[src/rtl/mem_access_if.sv]
// Groups the MEM-stage request, writeback handshake and data-cache signals.
// Combinational bundle only; no latency of its own.
// Backpressure is carried by req_ready (request side) and wb_ready (result side).
interface mem_access_if #(parameter int XLEN = 32);
  localparam int NBYTES = XLEN / 8;

  logic              req_valid;
  logic              req_read;
  logic              req_write;
  logic [2:0]        req_funct3;
  logic [XLEN-1:0]   req_addr;
  logic [XLEN-1:0]   req_wdata;
  logic              req_ready;
  logic              flush;
  logic              wb_ready;
  logic              mem_resp_d;
  logic [XLEN-1:0]   mem_rdata_d;
  logic              mem_r_d;
  logic              mem_w_d;
  logic [XLEN-1:0]   mem_addr_d;
  logic [XLEN-1:0]   mem_wdata_d;
  logic [NBYTES-1:0] mem_byte_en_d;
  logic              mem_rdy;
  logic [XLEN-1:0]   load_data;
  logic              exc;
  logic [1:0]        exc_code;

  // Pipeline / cache side that drives requests and responses.
  modport master (
    output req_valid, req_read, req_write, req_funct3, req_addr, req_wdata,
    output flush, wb_ready, mem_resp_d, mem_rdata_d,
    input  req_ready, mem_r_d, mem_w_d, mem_addr_d, mem_wdata_d, mem_byte_en_d,
    input  mem_rdy, load_data, exc, exc_code
  );

  // The access unit itself.
  modport slave (
    input  req_valid, req_read, req_write, req_funct3, req_addr, req_wdata,
    input  flush, wb_ready, mem_resp_d, mem_rdata_d,
    output req_ready, mem_r_d, mem_w_d, mem_addr_d, mem_wdata_d, mem_byte_en_d,
    output mem_rdy, load_data, exc, exc_code
  );
endinterface

[src/rtl/mem_access_unit.sv]
// MEM-stage load/store controller: aligns, lane-shifts, checks faults and extends load data.
// Latency: cache request the cycle after accept; result in the cycle after mem_resp_d (faults: next cycle).
// Backpressure: req_ready low during a cache access, or while a result is held without wb_ready.
module mem_access_unit #(
  parameter int XLEN = 32
) (
  input logic         clk,
  input logic         rst,
  mem_access_if.slave bus
);
  localparam int NBYTES = XLEN / 8;
  localparam int OFFW   = $clog2(NBYTES);

  typedef enum logic [1:0] {IDLE, ACCESS, HOLD} state_t;

  state_t              state, state_nxt;
  logic                accept;
  logic                illegal, misalign;
  logic [1:0]          code_in;
  logic [NBYTES-1:0]   mask_in;
  logic [OFFW-1:0]     off_in;
  logic [XLEN-1:0]     shifted, ext;

  logic                op_read;
  logic [2:0]          funct3_q;
  logic [OFFW-1:0]     off_q;
  logic [XLEN-1:0]     addr_q, wdata_q, load_q;
  logic [NBYTES-1:0]   be_q;
  logic                exc_q;
  logic [1:0]          code_q;
  logic                drop_q;

  // Decode the incoming request: width mask, illegal width and misalignment.
  always_comb begin
    off_in   = bus.req_addr[OFFW-1:0];
    // A request with both read and write set is a load, so only a pure store rejects funct3 >= 100.
    illegal  = (bus.req_funct3 == 3'b111) || (!bus.req_read && bus.req_funct3[2]) ||
               (XLEN == 32 && (bus.req_funct3 == 3'b011 || bus.req_funct3 == 3'b110));
    misalign = 1'b0;
    mask_in  = NBYTES'(8'h01);
    case (bus.req_funct3[1:0])
      2'd0: begin misalign = 1'b0;                        mask_in = NBYTES'(8'h01); end
      2'd1: begin misalign = bus.req_addr[0];             mask_in = NBYTES'(8'h03); end
      2'd2: begin misalign = bus.req_addr[1:0] != 2'b00;  mask_in = NBYTES'(8'h0F); end
      default: begin misalign = bus.req_addr[2:0] != 3'b000; mask_in = NBYTES'(8'hFF); end
    endcase
    // Illegal width outranks misalignment.
    code_in = illegal ? 2'b11 : (misalign ? (bus.req_read ? 2'b01 : 2'b10) : 2'b00);
  end

  // Bring the addressed bytes down to lane 0, then truncate and sign/zero extend.
  always_comb begin
    shifted = bus.mem_rdata_d >> {off_q, 3'b000};
    case (funct3_q[1:0])
      2'd0:    ext = funct3_q[2] ? XLEN'(shifted[7:0])  : XLEN'($signed(shifted[7:0]));
      2'd1:    ext = funct3_q[2] ? XLEN'(shifted[15:0]) : XLEN'($signed(shifted[15:0]));
      2'd2:    ext = funct3_q[2] ? XLEN'(shifted[31:0]) : XLEN'($signed(shifted[31:0]));
      default: ext = shifted;
    endcase
  end

  // State register.
  always_ff @(posedge clk or negedge rst) begin
    if (!rst) state <= IDLE;
    else      state <= state_nxt;
  end

  // Next state plus handshake and cache-request outputs.
  always_comb begin
    state_nxt     = state;
    bus.req_ready = 1'b0;
    bus.mem_r_d   = 1'b0;
    bus.mem_w_d   = 1'b0;
    bus.mem_rdy   = 1'b0;
    bus.exc       = 1'b0;
    bus.exc_code  = 2'b00;
    accept        = 1'b0;
    if (rst && !bus.flush && (state == IDLE || (state == HOLD && bus.wb_ready)))
      bus.req_ready = 1'b1;
    accept = bus.req_ready && bus.req_valid && (bus.req_read || bus.req_write);
    case (state)
      IDLE: begin
        if (accept) state_nxt = (code_in != 2'b00) ? HOLD : ACCESS;
      end
      ACCESS: begin
        bus.mem_r_d = op_read;
        bus.mem_w_d = !op_read;
        // A flushed access still waits for the cache, then disappears.
        if (bus.mem_resp_d) state_nxt = (drop_q || bus.flush) ? IDLE : HOLD;
      end
      HOLD: begin
        bus.mem_rdy  = 1'b1;
        bus.exc      = exc_q;
        bus.exc_code = code_q;
        if (bus.flush)         state_nxt = IDLE;
        else if (bus.wb_ready) state_nxt = accept ? ((code_in != 2'b00) ? HOLD : ACCESS) : IDLE;
      end
      default: state_nxt = IDLE;
    endcase
  end

  // Latch the formatted request at accept and capture the load result on response.
  always_ff @(posedge clk or negedge rst) begin
    if (!rst) begin
      op_read  <= 1'b0;
      funct3_q <= 3'b000;
      off_q    <= '0;
      addr_q   <= '0;
      wdata_q  <= '0;
      be_q     <= '0;
      load_q   <= '0;
      exc_q    <= 1'b0;
      code_q   <= 2'b00;
      drop_q   <= 1'b0;
    end else if (accept) begin
      op_read  <= bus.req_read;
      funct3_q <= bus.req_funct3;
      off_q    <= off_in;
      addr_q   <= {bus.req_addr[XLEN-1:OFFW], {OFFW{1'b0}}};
      wdata_q  <= bus.req_wdata << {off_in, 3'b000};
      be_q     <= mask_in << off_in;
      load_q   <= '0;
      exc_q    <= code_in != 2'b00;
      code_q   <= code_in;
      drop_q   <= 1'b0;
    end else if (state == ACCESS) begin
      if (bus.flush) drop_q <= 1'b1;
      if (bus.mem_resp_d && !drop_q && !bus.flush) load_q <= op_read ? ext : '0;
    end
  end

  assign bus.mem_addr_d    = addr_q;
  assign bus.mem_wdata_d   = wdata_q;
  assign bus.mem_byte_en_d = be_q;
  assign bus.load_data     = load_q;
endmodule

[src/flat_wrapper.sv]
// flat-port wrapper written by rule: the top's interface ports become plain ports
module mem_access_unit_flat 
#(
  parameter int XLEN = 32
)
  (clk, rst, bus_req_valid, bus_req_read, bus_req_write, bus_req_funct3, bus_req_addr, bus_req_wdata, bus_flush, bus_wb_ready, bus_mem_resp_d, bus_mem_rdata_d, bus_req_ready, bus_mem_r_d, bus_mem_w_d, bus_mem_addr_d, bus_mem_wdata_d, bus_mem_byte_en_d, bus_mem_rdy, bus_load_data, bus_exc, bus_exc_code);
  mem_access_if #(.XLEN(XLEN)) bus_i ();
  input logic clk;
  input logic rst;
  input wire logic [$bits(bus_i.req_valid)-1:0] bus_req_valid;
  input wire logic [$bits(bus_i.req_read)-1:0] bus_req_read;
  input wire logic [$bits(bus_i.req_write)-1:0] bus_req_write;
  input wire logic [$bits(bus_i.req_funct3)-1:0] bus_req_funct3;
  input wire logic [$bits(bus_i.req_addr)-1:0] bus_req_addr;
  input wire logic [$bits(bus_i.req_wdata)-1:0] bus_req_wdata;
  input wire logic [$bits(bus_i.flush)-1:0] bus_flush;
  input wire logic [$bits(bus_i.wb_ready)-1:0] bus_wb_ready;
  input wire logic [$bits(bus_i.mem_resp_d)-1:0] bus_mem_resp_d;
  input wire logic [$bits(bus_i.mem_rdata_d)-1:0] bus_mem_rdata_d;
  output wire logic [$bits(bus_i.req_ready)-1:0] bus_req_ready;
  output wire logic [$bits(bus_i.mem_r_d)-1:0] bus_mem_r_d;
  output wire logic [$bits(bus_i.mem_w_d)-1:0] bus_mem_w_d;
  output wire logic [$bits(bus_i.mem_addr_d)-1:0] bus_mem_addr_d;
  output wire logic [$bits(bus_i.mem_wdata_d)-1:0] bus_mem_wdata_d;
  output wire logic [$bits(bus_i.mem_byte_en_d)-1:0] bus_mem_byte_en_d;
  output wire logic [$bits(bus_i.mem_rdy)-1:0] bus_mem_rdy;
  output wire logic [$bits(bus_i.load_data)-1:0] bus_load_data;
  output wire logic [$bits(bus_i.exc)-1:0] bus_exc;
  output wire logic [$bits(bus_i.exc_code)-1:0] bus_exc_code;
  assign bus_i.req_valid = bus_req_valid;
  assign bus_i.req_read = bus_req_read;
  assign bus_i.req_write = bus_req_write;
  assign bus_i.req_funct3 = bus_req_funct3;
  assign bus_i.req_addr = bus_req_addr;
  assign bus_i.req_wdata = bus_req_wdata;
  assign bus_i.flush = bus_flush;
  assign bus_i.wb_ready = bus_wb_ready;
  assign bus_i.mem_resp_d = bus_mem_resp_d;
  assign bus_i.mem_rdata_d = bus_mem_rdata_d;
  assign bus_req_ready = bus_i.req_ready;
  assign bus_mem_r_d = bus_i.mem_r_d;
  assign bus_mem_w_d = bus_i.mem_w_d;
  assign bus_mem_addr_d = bus_i.mem_addr_d;
  assign bus_mem_wdata_d = bus_i.mem_wdata_d;
  assign bus_mem_byte_en_d = bus_i.mem_byte_en_d;
  assign bus_mem_rdy = bus_i.mem_rdy;
  assign bus_load_data = bus_i.load_data;
  assign bus_exc = bus_i.exc;
  assign bus_exc_code = bus_i.exc_code;
  mem_access_unit #(.XLEN(XLEN)) u_core (.clk(clk), .rst(rst), .bus(bus_i));
endmodule
[config.mk]
export PLATFORM = sky130hd
export DESIGN_NAME = mem_access_unit_flat
export DESIGN_NICKNAME = d
export VERILOG_FILES = /design/src/rtl/mem_access_if.sv /design/src/rtl/mem_access_unit.sv /design/src/flat_wrapper.sv
export SDC_FILE = /design/constraint.sdc
export NUM_CORES = 1
export LEC_CHECK = 0
export ABC_AREA = 1
export CORE_UTILIZATION = 40
export DETAILED_ROUTE_END_ITERATION = 7
export DONT_BUFFER_PORTS = 1
export GPL_TIMING_DRIVEN = 0
export HOLD_SLACK_MARGIN = 0.08
export PLACE_DENSITY = 0.53
export SKIP_LAST_GASP = 1
export SYNTH_ARGS = -nofsm -noshare
export SYNTH_HDL_FRONTEND = slang
export SYNTH_SLANG_ARGS = --single-unit
[constraint.sdc]
create_clock -name clk -period 1.5 [get_ports clk]
set_clock_uncertainty 0.15 [all_clocks]
set_input_delay 0.075 -clock clk [delete_from_list [all_inputs] [get_ports clk]]
set_output_delay 0.075 -clock clk [all_outputs]
set_load 0.02 [all_outputs]
Word level (Yosys, flattened, before mapping)
Index checks and enable logic that the tools add are counted.

word-level totals
  flip-flop bits (word level) = 110
  output and inout bits = 107

operators by class
  muxes and demuxes = 29
  shift-type cells = 3
  reduce and logical (&&, ||, !) cells = 30
  equality and inequality tests = 11

operator list
  cell                number
  $mux 32             6
  $pmux 32 s2         1
  $shl 32x5->32       1
  $shr 32x5->32       1
  $mux 2              11
  $reduce_bool 2->1   5
  $logic_and 1x1->1   8
  $mux 1              8
  $pmux 4 s2          1
  $eq 2x1->1 const B  3
  $eq 3x3->1 const B  2
  $logic_not 2->1     3
  $logic_or 1x1->1    6
  $pmux 2 s3          1
  $eq 2x2->1 const B  2
  $logic_not 1->1     4
  $reduce_and 2->1    2
  $shl 4x2->4         1
  $eq 3x2->1 const B  1
  $ne 3x3->1 const B  1
  $pmux 1 s3          1
  $reduce_and 3->1    1
  $reduce_bool 3->1   1
  $ne 2x1->1 const B  1
  $ne 2x2->1 const B  1

Depth between registers and ports, before layout
  depth in word-level cells = 11
  gate-level depth with buffers = 10
  depth with buffers taken out = 8

Least setup slack after synthesis
No wires, ideal clock.

  kind = register to register
  start = register u_core.state[0]
  end = register u_core.wdata_q[16], in the netlist u_core.bus.mem_wdata_d[16]
  buffers on the path = 2
  path slack = -0.199 ns
  arrival time = 1.419 ns
  required time = 1.220 ns
  period minus slack after synthesis = 1.699 ns
  cell stages (with the launch flop) = 9
  cell sequence = dfrtp_1 > nor2_2 > nand2_1 > nor2_2 > nand3b_2 > buf_6 > buf_6 > a21oi_1 > o22ai_1

on the way
  word-level cells in the longest chain between the ends = 7
  elaborated cells between the ends (all ways) = 8
  classes of those cells = eq/ne: 1; mux: 1; reduce/logical: 6

ends and longest elaborated chain
  element                            line                    text
  start, declared                    mem_access_unit.sv:16   state_t state, state_nxt;
  start signal, assigned             mem_access_unit.sv:65   else state <= state_nxt;
  $eq 2x2->1                         mem_access_unit.sv:78   if (rst && !bus.flush && (state == IDLE || (state == HOLD && bus.wb_ready)))
  $logic_and 1x1->1                  mem_access_unit.sv:78
  $logic_or 1x1->1 *                 mem_access_unit.sv:78
  $logic_and 1x1->1 *                mem_access_unit.sv:78
  $mux 1 *                           mem_access_unit.sv:78
  named net bus_req_ready            flat_wrapper.sv:20      output wire logic [$bits(bus_i.req_ready)-1:0] bus_req_ready;
  $logic_and 1x1->1 * (2 in series)  mem_access_unit.sv:80   accept = bus.req_ready && bus.req_valid && (bus.req_read || bus.req_write);
  end signal, assigned               mem_access_unit.sv:120  wdata_q <= bus.req_wdata << {off_in, 3'b000};
  end, declared                      mem_access_unit.sv:27   logic [XLEN-1:0] addr_q, wdata_q, load_q;

The timed path passes the listed nets; every way through them passes the cells marked *.
A chain may end at the register's enable or synchronous reset.

Worst setup path after layout
  start = register u_core.state[0]
  end = register u_core.load_q[2], in the netlist u_core.bus.load_data[2]

on the way
  word-level cells in the longest chain between the ends = 9
  elaborated cells between the ends (all ways) = 13
  classes of those cells = eq/ne: 2; mux: 2; reduce/logical: 9

ends and longest elaborated chain
  element                            line                    text
  $eq 2x2->1                         mem_access_unit.sv:78
  $logic_and 1x1->1                  mem_access_unit.sv:78
  $logic_or 1x1->1 *                 mem_access_unit.sv:78
  $logic_and 1x1->1 *                mem_access_unit.sv:78
  $mux 1 *                           mem_access_unit.sv:78
  named net bus_req_ready            flat_wrapper.sv:20
  $logic_and 1x1->1 * (2 in series)  mem_access_unit.sv:80
  $reduce_bool 2->1 (no line)        n/a
  $reduce_and 2->1 (no line)         n/a
  end signal, assigned               mem_access_unit.sv:128  if (bus.mem_resp_d && !drop_q && !bus.flush) load_q <= op_read ? ext : '0;
  end, declared                      mem_access_unit.sv:27

Marked as above.

==> results.txt <==
Row cnt: 42
PnR worst setup slack: -273 ps
Type of origin of the critical path: register
Kind of end point of the critical path: register
Final std cells w/o fill: 1048
Slew of the pin with the lowest slew margin: 627 ps
Largest net degree at the start of global routing: 113
Cts bufs inserted: 9
Total gr overflow: 0
Synth Area per Inst: 7.69 µm²
Inst Count DP: 899
Worst EP required: 1590 ps
Most frequent cells in the layout: nand2_1 (269), dfrtp_1 (109), dlygate4sd3_1 (108)
Failing checks: hold timing, setup timing
RR Startpoint: u_core.state[0]
CTS tree: done
CTS root buf: clkbuf_16
Port Buffer Count: 0
Crit path arrival time: 1870 ps
H-tree levels: 3
Post-Syn Instances: 722
Post-layout nets: 974
P_leak: 3.86 nW
Post-synthesis mux area share: 0.541%
Crit Path Class: reg -> reg
Core Area: 13400 µm²
Remaining DRCs: 0
Fin crit period: 1770 ps
HP Class: in -> async
Die Y: 120 µm
Max-cap violations: 0
Clk Latency, worst-skew pair: 360 ps
Synth warn: 0
Vias after detailed routing: 5495
TritonRoute pass-1 iters: 5
Crit share post-route: 118%
Peak Freq: 564 MHz
Vias in the first global route: 5682
Worst Setup Slack post-DPL: -454 ps
Worst-path fanout max: 6
Hpwl dp: 12400 µm
Wirelength per Cell: 17.7 µm
Seq/Total Area, Yosys: 49.5%
Max Slew Vio Count: 0
All-Layer GR Usage: 26.7%
Chip Width: 120 µm
Synth Area in Simple Gates: 29.2%
Largest family of logic cells by synthesized area: simple AND/OR/NAND/NOR gates
Synth unique cells: 32
Die area: 14400 µm²
Beginning of the critical path: u_core.state[0]
Worst slew margin relative to its limit: 58.2%
Initial Util: 41.5%
Post-synthesis compound-gate area fraction: 12.8%
Synth Area in XOR/XNOR: 0%
Worst-path clk slew: 80 ps
Clock sinks: 110
Mapped cell area: 5560 µm²
Synth Area in Adders: 0%
Commonest non-fill, non-tap cell in the layout: nand2_1
P per Cell Area: 1270 nW/µm²
I/O Pins: 214
Clock Path Buffers: 2
RSZ-0062 raised after global routing: yes
Hold Fails Final Rpt: 110
Starting DRC count in detailed routing: 306
Layout area overhead: 45.2%
First-pass GRT wire length: 29300 µm
Maximum vdd drop: 0.744 mV
Share of layout cells above drive strength 1: 20.9%
Hold Slack: -741 ps
Initial antenna violation count: 1
FF+latch count, synth: 110
Vias per cell: 5.24
Final ANT Viol Nets: 0
Total wire length: 18500 µm
Hold-fix buffers, CTS: 108
Outcome: finished, violations left
Final setup viols: 112
Final GP Congestion: 0.860
-- routing by layer --
layer / up-vias / wire length [µm] / global-route usage, % / part of all wire (%)
met4: 0 / 510 / 10.9 / 2.8
met5: - / 0 / 0 / 0
met1: 2631 / 7260 / 30.9 / 39
li1: 2607 / - / - / -
met2: 213 / 9470 / 46.3 / 51
met3: 44 / 1270 / 7.22 / 6.8
-- worst max-delay path: stages (launching register included) --
cell and delay [ps]:
dfrtp_2 440, nor2_4 100, nand2_2 70, nor2_4 230
nand3b_4 160, buf_6 150, nand3_4 130, clkbuf_16 190
o21ai_2 50
-- cell families (layout without fill, tap and decap cells) --
group,Yosys count,in the layout
AND/OR/NAND/NOR,384,384
AO/OA/AOI/OAI,134,134
flip-flops,110,110
buffers and inverters,90,238
multiplexers,3,3
other,1,3
-- stage by stage --
| stage | utilization, % | cell area (µm²) | total power, mW | TNS (ps) | hold WS [ps] |
|---|---|---|---|---|---|
| detailed placement | 43.3 | 5800 | 7.02 | -31780 | -368 |
| CTS | 58.2 | 7800 | 10.0 | -20930 | -756 |
| floorplan | - | 5580 | 6.36 | -5140 | -371 |
| global placement | 43.3 | 5800 | 6.98 | -30790 | -368 |
| finish | 60.2 | 8070 | 10.2 | -22130 | -741 |
| global route | 60.2 | 8070 | 10.9 | -29700 | -765 |
-- sequential cells by signal (all words and copies together) (netlist names) --
name                      cells
u_core.bus.mem_wdata_d       32
u_core.bus.mem_byte_en_d      4
u_core.funct3_q               3
u_core.bus.load_data         32
u_core.drop_q                 1
u_core.bus.mem_addr_d        30
u_core.code_q                 2
u_core.state                  2
u_core.op_read                1
u_core.off_q                  2
u_core.exc_q                  1
-- what timing repair did --
action,in CTS,in global routing
endpoints found under the setup margin,116,115
buffers inserted,11,7
pin swaps,28,18
gates resized for setup,125,65
hold endpoints to repair,219,110
gates cloned,7,3
-- power breakdown --
part	internal, mW	switching (mW)	total (mW)
registers	3.55	1.12	4.68
logic	1.36	1.91	3.27
clock network	1.13	1.15	2.28
total	6.05	4.18	10.2
-- synthesized netlist by cell type (all sizes together) --
cell type | n | area, µm²
o22ai | 6 | 37.5
inv | 43 | 161
nand4 | 18 | 128
conb | 1 | 3.75
o31ai | 1 | 12.5
a21oi | 19 | 98.9
nor3 | 2 | 15.0
dfrtp | 110 | 2750
buf | 35 | 226
a21boi | 1 | 7.51
nor2 | 26 | 146
mux2i | 3 | 30.0
nand2 | 314 | 1180
a22oi | 4 | 30.0
o21ai | 99 | 495
clkbuf | 12 | 45.0
o211ai | 4 | 30.0
nand3 | 23 | 140
nand3b | 1 | 11.3
-- worst paths after layout --
path                                                 to  slack, ps  depth (start not counted)
worst max-delay path            u_core.bus.load_data[2]       -270                          8
worst min-delay path            u_core.bus.load_data[9]       -740                          0
worst max register to register  u_core.bus.load_data[2]       -270                          8
worst min register to register             u_core.exc_q        420                          2
max in group asynchronous               u_core.state[0]       1690                          0
min in group clk                u_core.bus.load_data[0]         80                          6
-- layout make-up --
| class | instances | area [µm²] |
|---|---|---|
| Fill cell | 1229 | 5330 |
| Sequential cell | 110 | 2750 |
| Multi-Input combinational cell | 523 | 2700 |
| Timing Repair Buffer | 134 | 1500 |
| Buffer | 46 | 453 |
| Clock buffer | 9 | 225 |
| Tap cell | 176 | 220 |
| Inverter | 43 | 164 |
| Clock inverter | 6 | 46.3 |
| Antenna cell | 1 | 2.50 |
No activity file was read; power rests on OpenSTA's default activity.
